## src/rtl/timer_ctrl.sv

```systemverilog
// Run/stop/one-shot controller for an external modulo counter, with shadowed reconfiguration.
// Optional enable prescaler is compiled in when TIMER_CTRL_PRESCALE_EN is defined.
module timer_ctrl #(
  parameter int BITS     = 4,
  parameter int PRESCALE = 4
) (
  input  logic            clk,
  input  logic            reset_n,
  input  logic            cfg_valid,
  output logic            cfg_ready,
  input  logic [BITS-1:0] cfg_period,
  input  logic            cfg_oneshot,
  input  logic            start,
  input  logic            stop,
  input  logic [BITS-1:0] cnt_q,
  output logic            cnt_enable,
  output logic [BITS-1:0] cnt_final,
  output logic            tick,
  output logic            busy,
  output logic            done,
  output logic [7:0]      tick_count
);

  typedef enum logic [1:0] {IDLE, RUN, DONE} state_t;

  state_t          state, state_nx;
  logic            oneshot, pending, sh_oneshot;
  logic [BITS-1:0] sh_period;
  logic            wrap, accept;

`ifdef TIMER_CTRL_PRESCALE_EN
  localparam int PW = (PRESCALE > 2) ? $clog2(PRESCALE) : 1;
  logic [PW-1:0] pre;

  // Held at zero outside RUN so every entry starts a full prescale period.
  always_ff @(posedge clk or negedge reset_n) begin
    if (!reset_n)                     pre <= '0;
    else if (state != RUN)            pre <= '0;
    else if (pre == PW'(PRESCALE-1))  pre <= '0;
    else                              pre <= pre + 1'b1;
  end

  assign cnt_enable = (state == RUN) && (pre == PW'(PRESCALE-1));
`else
  logic [31:0] unused_prescale;
  assign unused_prescale = 32'(PRESCALE);
  assign cnt_enable      = (state == RUN);
`endif

  assign wrap      = cnt_enable && (cnt_q == cnt_final);
  assign cfg_ready = !pending;
  assign accept    = cfg_valid && !pending;
  assign busy      = (state == RUN);
  assign done      = (state == DONE);

  always_comb begin
    state_nx = state;
    case (state)
      IDLE:    if (start && !stop) state_nx = RUN;
      RUN:     if (stop) state_nx = IDLE;
               else if (wrap && oneshot) state_nx = DONE;
      DONE:    if (stop) state_nx = IDLE;
               else if (start) state_nx = RUN;
      default: state_nx = IDLE;
    endcase
  end

  always_ff @(posedge clk or negedge reset_n) begin
    if (!reset_n) begin
      state      <= IDLE;
      cnt_final  <= '0;
      oneshot    <= 1'b0;
      pending    <= 1'b0;
      sh_period  <= '0;
      sh_oneshot <= 1'b0;
      tick       <= 1'b0;
      tick_count <= '0;
    end else begin
      state <= state_nx;
      tick  <= wrap;
      if (state == IDLE && state_nx == RUN) tick_count <= '0;
      else if (wrap)                        tick_count <= tick_count + 8'd1;
      // While running, config is staged and only swapped in on a wrap; accept
      // implies nothing was pending, so apply and capture never collide.
      if (state == RUN) begin
        if (wrap && pending) begin
          cnt_final <= sh_period;
          oneshot   <= sh_oneshot;
          pending   <= 1'b0;
        end
        if (accept) begin
          sh_period  <= cfg_period;
          sh_oneshot <= cfg_oneshot;
          pending    <= 1'b1;
        end
      end else if (accept) begin
        cnt_final <= cfg_period;
        oneshot   <= cfg_oneshot;
      end
    end
  end

endmodule

```

## config.mk

```make
export PLATFORM = sky130hd
export DESIGN_NAME = timer_ctrl
export DESIGN_NICKNAME = d
export VERILOG_FILES = /design/src/rtl/timer_ctrl.sv
export SDC_FILE = /design/constraint.sdc
export NUM_CORES = 1
export LEC_CHECK = 0
export BUFFER_PORTS_ARGS = -buffer_cell sky130_fd_sc_hd__buf_2
export CAP_MARGIN = 20
export CORE_MARGIN = 5
export CORE_UTILIZATION = 30
export DETAILED_ROUTE_END_ITERATION = 10
export SKIP_LAST_GASP = 1
export SLEW_MARGIN = 20
export SYNTH_ARGS = -nofsm -noshare
export SYNTH_HDL_FRONTEND = slang
export SYNTH_SLANG_ARGS = --single-unit
```

## constraint.sdc

```tcl
create_clock -name clk -period 2.4 [get_ports clk]
set_clock_uncertainty 0.15 [all_clocks]
set_input_delay 0.24 -clock clk [delete_from_list [all_inputs] [get_ports clk]]
set_output_delay 0.24 -clock clk [all_outputs]
set_load 0.005 [all_outputs]
```

==> summary.txt, run 1 <==
Die
  • Number of I/O pins: 31
  • Starting density of the core: a little under a third
  • DIE AREA: 0.00485 mm²
  • Core Region: approximately 0.0034 mm²
  • Die Ht: ~70 µm
  • Die width: slightly below 70 µm
  • # rows: 21

Synth
  • Most common cell in the synthesized netlist: dfrtp_1
  • Yosys reg bits: 22
  • Share of the synthesized area in the top cell type: approximately half
  • Post-synth cell types: 31
  • Post-synthesis average cell area: 11.1 µm²
  • Number of synthesized flops with an enable pin: 0
  • Top cells by area, synth: dfrtp_1 52%, or4_1 5.6%, mux2_1 5.3%
  • Syn Inst Count: 96
  • Largest area contributor in the netlist: dfrtp_1
  • Synthesized area: around 0.0011 mm²
  • Commonest cells post-synth: 22 x dfrtp_1, 8 x a21oi_1, 8 x or4_1
  • Net Count, Synth: about 110
  • Seq/Total Area, Yosys: 51.6%
  • Yosys warnings: 0
  • Ys flop type: dfrtp_1
  • Async SR Flop Fraction: 100%

Clocking
  • TritonCTS clock tree: yes
  • H-tree depth: 1
  • Clk_lat worst skew: between 0.3 and 0.4 ns
  • Clock transition at path regs: about 0.13 ns
  • Clock root cell: clkbuf_4
  • Maximum clock insertion buffer count: 2
  • CTS Buf Count: 3
  • CTS sink cnt: 22
  • Resized Gates After CTS: 0

Drt
  • Vias per inst: approximately 5.2
  • First-pass detailed-route iteration total: 4
  • Final ANT Viol Nets: 0
  • WL per Instance: roughly 14 µm
  • Wire length after detailed routing: 2550 µm
  • DRC: 0
  • Detailed Route Iter0 Violations: 71
  • Vias: 931

Finish
  • Fin cells: 180
  • Diode count: 0
  • Ratio of cells with drive above 1 in the final layout: 29.9%
  • Final Cell Area: around 0.0014 mm²
  • Final core occ: about two fifths
  • Nets: 150
  • Area Overhead vs Synth: 28.6%

Hold path
  • Hold Crit Class: in -> reg

Placed design
  • Dpl cells: between 150 and 200
  • Final Wtd Congestion: between 0.7 and 0.8
  • PortBufs: 30
  • Area after DPL: between 0.001 and 0.0015 mm²
  • Hpwl dp: 1880 µm
  • Worst slack, placed: 0.529 ns

Setup path
  • R2R Setup Slk: 0.47 ns
  • Setup Crit Path Kind: reg -> reg
  • Worst reg2reg endpoint: tick_count[7]
  • Crit path launch: state[1]
  • Cell depth of the worst setup path: 5
  • CP endpoint: tick_count[7]
  • R2r worst-path depth: 5
  • Crit path cell chain: nand2b_4 -> inv_1 -> nand3_1 -> or4_1 -> a21oi_1
  • Crit start category: flop
  • WP buf/inv: 1
  • Cell family with most CP delay: simple AND/OR/NAND/NOR gates
  • Max stage delay cell, worst path: or4_1
  • CP arrival: around 2.0 ns
  • WP data required: 2.49 ns
  • Max incr delay on CP: 0.50 ns
  • Critical Path End Type: flop
  • R2R Path Start: state[1]
  • Critical path peak fanout: 14

STA
  • Max Fclk: a little over 0.5 GHz
  • Relative slew slack: between 60% and 70%
  • Post-layout min period: about 1.9 ns
  • Hold Worst Slack: roughly 0.064 ns
  • Final setup viols: 0
  • Fin. Hold Viols: 0
  • Final WS setup: 0.474 ns
  • RSZ-0062 raised after global routing: no
  • Slew at the pin closest to its max-slew limit: just under 0.5 ns
  • Max Slew Vio Count: 0
  • TNS Setup: 0 ns
  • Final worst path period share: approximately 80%

Power
  • Power per cell area: 795 mW/mm²
  • Peak VDD IR: 0.000547 V
  • Leakage power: between 0.6 and 0.7 nW
  • Total power: around 1.1 mW

GRT
  • Initial antenna violation count: 0
  • Total track usage: between 10% and 20%
  • First-pass GRT wire length: 4320 µm
  • GR Overflow Total: 0
  • Largest net degree at the start of global routing: 23
  • Vias in the first global route: approximately 970

Run status
  • Outcome: completed

Flow run
  • Max Cap Violations: 0
-- worst register-to-register path, cell delays in order, from the launching register on --
cell and delay, ns:
dfrtp_1 0.41, nand2b_4 0.21, inv_1 0.22, nand3_1 0.20, or4_1 0.50, a21oi_1 0.16
-- sequential cells by signal, summed over array words and instances, names as in the netlist --
name,cells
tick_count,8
state,2
sh_period,4
tick,1
pending,1
oneshot,1
sh_oneshot,1
cnt_final,4
-- layout make-up --
class	instances	area, µm²
fill	340	2020
sequential	22	551
multi-input combinational	65	478
timing repair buffer	39	235
tap	46	57.6
clock buffer	4	36.3
inverter	4	15.0
-- worst min-delay path by stage --
stage                           start            end  slack, ns  cells past startpoint
after global placement        reset_n  tick_count[5]       0.08                      1
after CTS                 cfg_oneshot     sh_oneshot      0.006                      2
after floorplan               reset_n   cnt_final[0]      -0.21                      0
after global routing            start       state[0]       0.05                      3
final                           start       state[0]       0.06                      3
after detailed placement      reset_n  tick_count[5]        0.1                      1
-- layer usage --
layer	global-route usage, %	wire length, µm	vias up
met2	18.2	1190	37
met4	1.28	10	0
met1	13.3	1170	444
li1	-	-	448
met5	0	0	-
met3	3.77	183	2
-- repair_timing --
item	CTS	global route
hold endpoints to repair	28	1
hold buffers	6	1
buffers inserted	0	0
-- kinds of logic after synthesis --
logic type / count (synthesis) / synth area share [%]
AO/OA/AOI/OAI: 28 / 19.0
XOR/XNOR: 4 / 3.28
buffers and inverters: 9 / 3.63
multiplexers: 5 / 5.28
flip-flops: 22 / 51.6
adder cells (fa/ha/maj): 1 / 1.17
AND/OR/NAND/NOR: 27 / 16.1
-- where the power goes --
group	leakage, nW	total, mW	switching (mW)	internal (mW)
sequential	0.279	0.542	0.0717	0.470
combinational	0.324	0.338	0.167	0.171
clock	0.0210	0.211	0.118	0.0926
total	0.624	1.09	0.357	0.734
-- layout by cell type, fill, tap and decap left out, types with 4 or more instances in the layout --
| master | instances |
|---|---|
| a21oi_1 | 8 |
| o31ai_1 | 5 |
| xnor2_1 | 4 |
| or4_1 | 8 |
| inv_1 | 4 |
| dfrtp_1 | 22 |
| buf_2 | 30 |
| dlygate4sd3_1 | 7 |
| mux2_1 | 5 |
| nand3_1 | 7 |
No activity file was read; power rests on OpenSTA's default activity.
==> inputs of run 2 (changes only) <==
clock period = 1.85 ns   (was 2.4 ns; I/O delays follow)
==> run 2 against run 1 <==
Against the previous run:
- design area rose by 6.9%
- sequential power rose by 29%
- clock power rose by 32%
- fmax rose by 4.3%
- critical path type unchanged
- wire length rose by 9.1%
- non-clock buffer count rose by 9
- via count rose by 3.7%
==> summary.txt, run 2 (same netlist as run 1, synthesis figures left out) <==
GRT
  • Total track usage: 11.4% (was 10.6%)
  • GR Overflow Total: 0 (unchanged)
  • Initial antenna violation count: 0 (unchanged)
  • Vias in the first global route: 913 (was 968)
  • Met2 GRT Util: 18.0% (was 18.2%)
  • First-pass GRT wire length: 4490 µm (was 4320 µm)
  • Met3 usage: 4.35% (was 3.77%)
  • Met1 Resource Use GR: 15.0% (was 13.3%)
  • Largest net degree at the start of global routing: 23 (unchanged)
  • GR peak layer: met2 (unchanged)

Setup path
  • WP data required: 1.92 ns (was 2.49 ns)
  • Setup Crit Path Kind: reg -> reg (unchanged)
  • R2R Path Start: cnt_final[1] (was state[1])
  • CP arrival: 1.92 ns (was 2.01 ns)
  • R2R Setup Slk: 0.004 ns (was 0.47 ns)
  • Max incr delay on CP: 0.41 ns (was 0.50 ns)
  • Crit path cell chain: xnor2_1 -> nand4_1 -> buf_4 -> buf_2 -> o32a_1 -> o21a_1 (was nand2b_4 -> inv_1 -> nand3_1 -> or4_1 -> a21oi_1)
  • Crit path launch: cnt_final[1] (was state[1])
  • Max stage delay cell, worst path: dfrtp_1 (was or4_1)
  • Critical path peak fanout: 10 (was 14)
  • Critical Path End Type: flop (unchanged)
  • Crit start category: flop (unchanged)

Clocking
  • CTS Buf Count: 3 (unchanged)
  • Clock root cell: clkbuf_4 (unchanged)
  • Clk_lat worst skew: 0.32 ns (was 0.31 ns)
  • Maximum clock insertion buffer count: 2 (unchanged)
  • Clock transition at path regs: 0.13 ns (about the same)
  • H-tree depth: 1 (unchanged)
  • CTS sink cnt: 22 (unchanged)
  • TritonCTS clock tree: yes (unchanged)

Placed design
  • Area after DPL: 0.00129 mm² (was 0.00127 mm²)
  • Hpwl dp: 1910 µm (was 1880 µm)
  • Final Wtd Congestion: 0.801 (was 0.748)
  • PortBufs: 30 (unchanged)

Power
  • Clock group share of total power: 18.2% (was 19.3%)
  • Cell internal pwr: 1.03 mW (was 0.734 mW)
  • Switch Pwr: 0.506 mW (was 0.357 mW)
  • Total power: 1.53 mW (was 1.09 mW)
  • Power per cell area: 1040 mW/mm² (was 795 mW/mm²)
  • Net Sw Frac: 33.0% (was 32.8%)
  • Peak VDD IR: 0.000689 V (was 0.000547 V)
  • Flop pwr share: 45.8% (was 49.7%)
  • Leakage power: 0.663 nW (was 0.624 nW)
  • Combinational power share: 36.0% (was 31.0%)

Drt
  • Final ANT Viol Nets: 0 (unchanged)
  • Vias: 965 (was 931)
  • WL per Instance: 14.7 µm (was 14.2 µm)
  • Vias per inst: 5.11 (was 5.17)
  • Detailed Route Iter0 Violations: 70 (was 71)
  • First-pass detailed-route iteration total: 4 (unchanged)
  • Wire length after detailed routing: 2790 µm (was 2550 µm)
  • DRC: 0 (unchanged)

Finish
  • Most common cell after layout, fill and taps aside: buf_2 (unchanged)
  • Ratio of cells with drive above 1 in the final layout: 37.1% (was 29.9%)
  • Diode count: 0 (unchanged)
  • Top flop regs: tick_count (8), cnt_final (4), sh_period (4) (unchanged)
  • Final Cell Area: 0.00147 mm² (was 0.00137 mm²)
  • Final core occ: 43.3% (was 40.5%)
  • Commonest non-fill, non-tap cells in the layout: 31 x buf_2, 22 x dfrtp_1, 8 x or4_1, 8 x dlygate4sd3_1, 8 x buf_4 (was 30 x buf_2, 22 x dfrtp_1, 8 x a21oi_1, 8 x or4_1)
  • Nets: 159 (was 150)
  • Area Overhead vs Synth: 37.5% (was 28.6%)
  • Largest reg by FF count: tick_count (unchanged)
  • Largest register FFs: 8 (unchanged)

STA
  • Hold Worst Slack: 0.189 ns (was 0.0639 ns)
  • Fin. Hold Viols: 0 (unchanged)
  • Final worst path period share: 99.8% (was 80.2%)
  • TNS Setup: 0 ns (unchanged)
  • Post-layout min period: 1.85 ns (was 1.93 ns)
  • Max Slew Vio Count: 0 (unchanged)
  • RSZ-0062 raised after global routing: yes (was no)
  • Final setup viols: 0 (unchanged)
  • Max Fclk: 0.542 GHz (was 0.519 GHz)
  • Slew at the pin closest to its max-slew limit: 0.493 ns (about the same)
  • Relative slew slack: 67.1% (was 67.2%)

Flow run
  • Max Cap Violations: 0 (unchanged)

Die
  • Die width: 69.6 µm (unchanged)
  • DIE AREA: 0.00485 mm² (unchanged)
  • # rows: 21 (unchanged)
  • Number of I/O pins: 31 (unchanged)
  • Die Ht: 69.6 µm (unchanged)
  • Starting density of the core: 31.5% (unchanged)
  • Core Region: 0.00339 mm² (unchanged)

Hold path
  • Hold Crit Class: in -> async (was in -> reg)

Run status
  • Outcome: completed (unchanged)
-- run 2: cell types whose count changed in the layout (fill, tap and decap cells not counted), sizes merged --
cell and delta:
clkinvlp +1, dlygate4sd3 +1, buf +8, inv -1
-- run 2: final cells by class --
| type | count | area, µm² |
|---|---|---|
| Clock buffer | 4 | 36.3 |
| Multi-Input combinational cell | 65 | 498 |
| Fill cell | 332 | 1920 |
| Inverter | 4 | 18.8 |
| Tap cell | 46 | 57.6 |
| Sequential cell | 22 | 551 |
| Timing Repair Buffer | 48 | 307 |
-- run 2: worst max-delay path, delay by kind of cell (launching register included) --
| family | cells | cell delay [ns] |
|---|---|---|
| XOR/XNOR | 1 | 0.19 |
| flip-flops | 1 | 0.41 |
| buffers and inverters | 2 | 0.37 |
| AO/OA/AOI/OAI | 2 | 0.46 |
| AND/OR/NAND/NOR | 1 | 0.17 |
-- run 2: power groups by stage --
| stage | clock network (mW) | registers [mW] | logic, mW |
|---|---|---|---|
| after floorplan | 0 | 0.699 | 0.272 |
| after global placement | 0 | 0.706 | 0.440 |
| after detailed placement | 0 | 0.713 | 0.446 |
| after CTS | 0.288 | 0.704 | 0.462 |
| after global routing | 0.308 | 0.718 | 0.601 |
| final | 0.279 | 0.701 | 0.551 |
-- run 2: routing by layer --
layer | vias up | part of all wire, %
li1 | 465 | -
met1 | 464 | 48
met2 | 31 | 45
met3 | 5 | 6.2
met4 | 0 | 0.61
met5 | - | 0
-- run 2: repair_timing --
item | 4_1_cts | 5_1_grt
resized for setup | 0 | 6
pin swaps | 1 | 2
cloned | 0 | 1
hold endpoints to repair | 29 | 0
buffers inserted | 0 | 4
endpoints found under the setup margin | 1 | 8
hold buffers | 8 | 0
-- run 2: through the flow --
step           std cells  setup slack (ns)
2_1_floorplan         96             0.160
3_3_place_gp         172            0.0827
3_5_place_dp         172            0.0261
4_1_cts              184            0.0153
5_1_grt              189           -0.0320
6_report             189           0.00431
-- run 2: path summary, 6_finish.rpt --
path / depth (start not counted) / endpoint
max: 6 / cnt_final[2]
min: 2 / tick_count[3]
max reg2reg: 6 / cnt_final[2]
min reg2reg: 1 / sh_period[3]
max in group asynchronous: 2 / tick_count[6]
min in group clk: 4 / oneshot
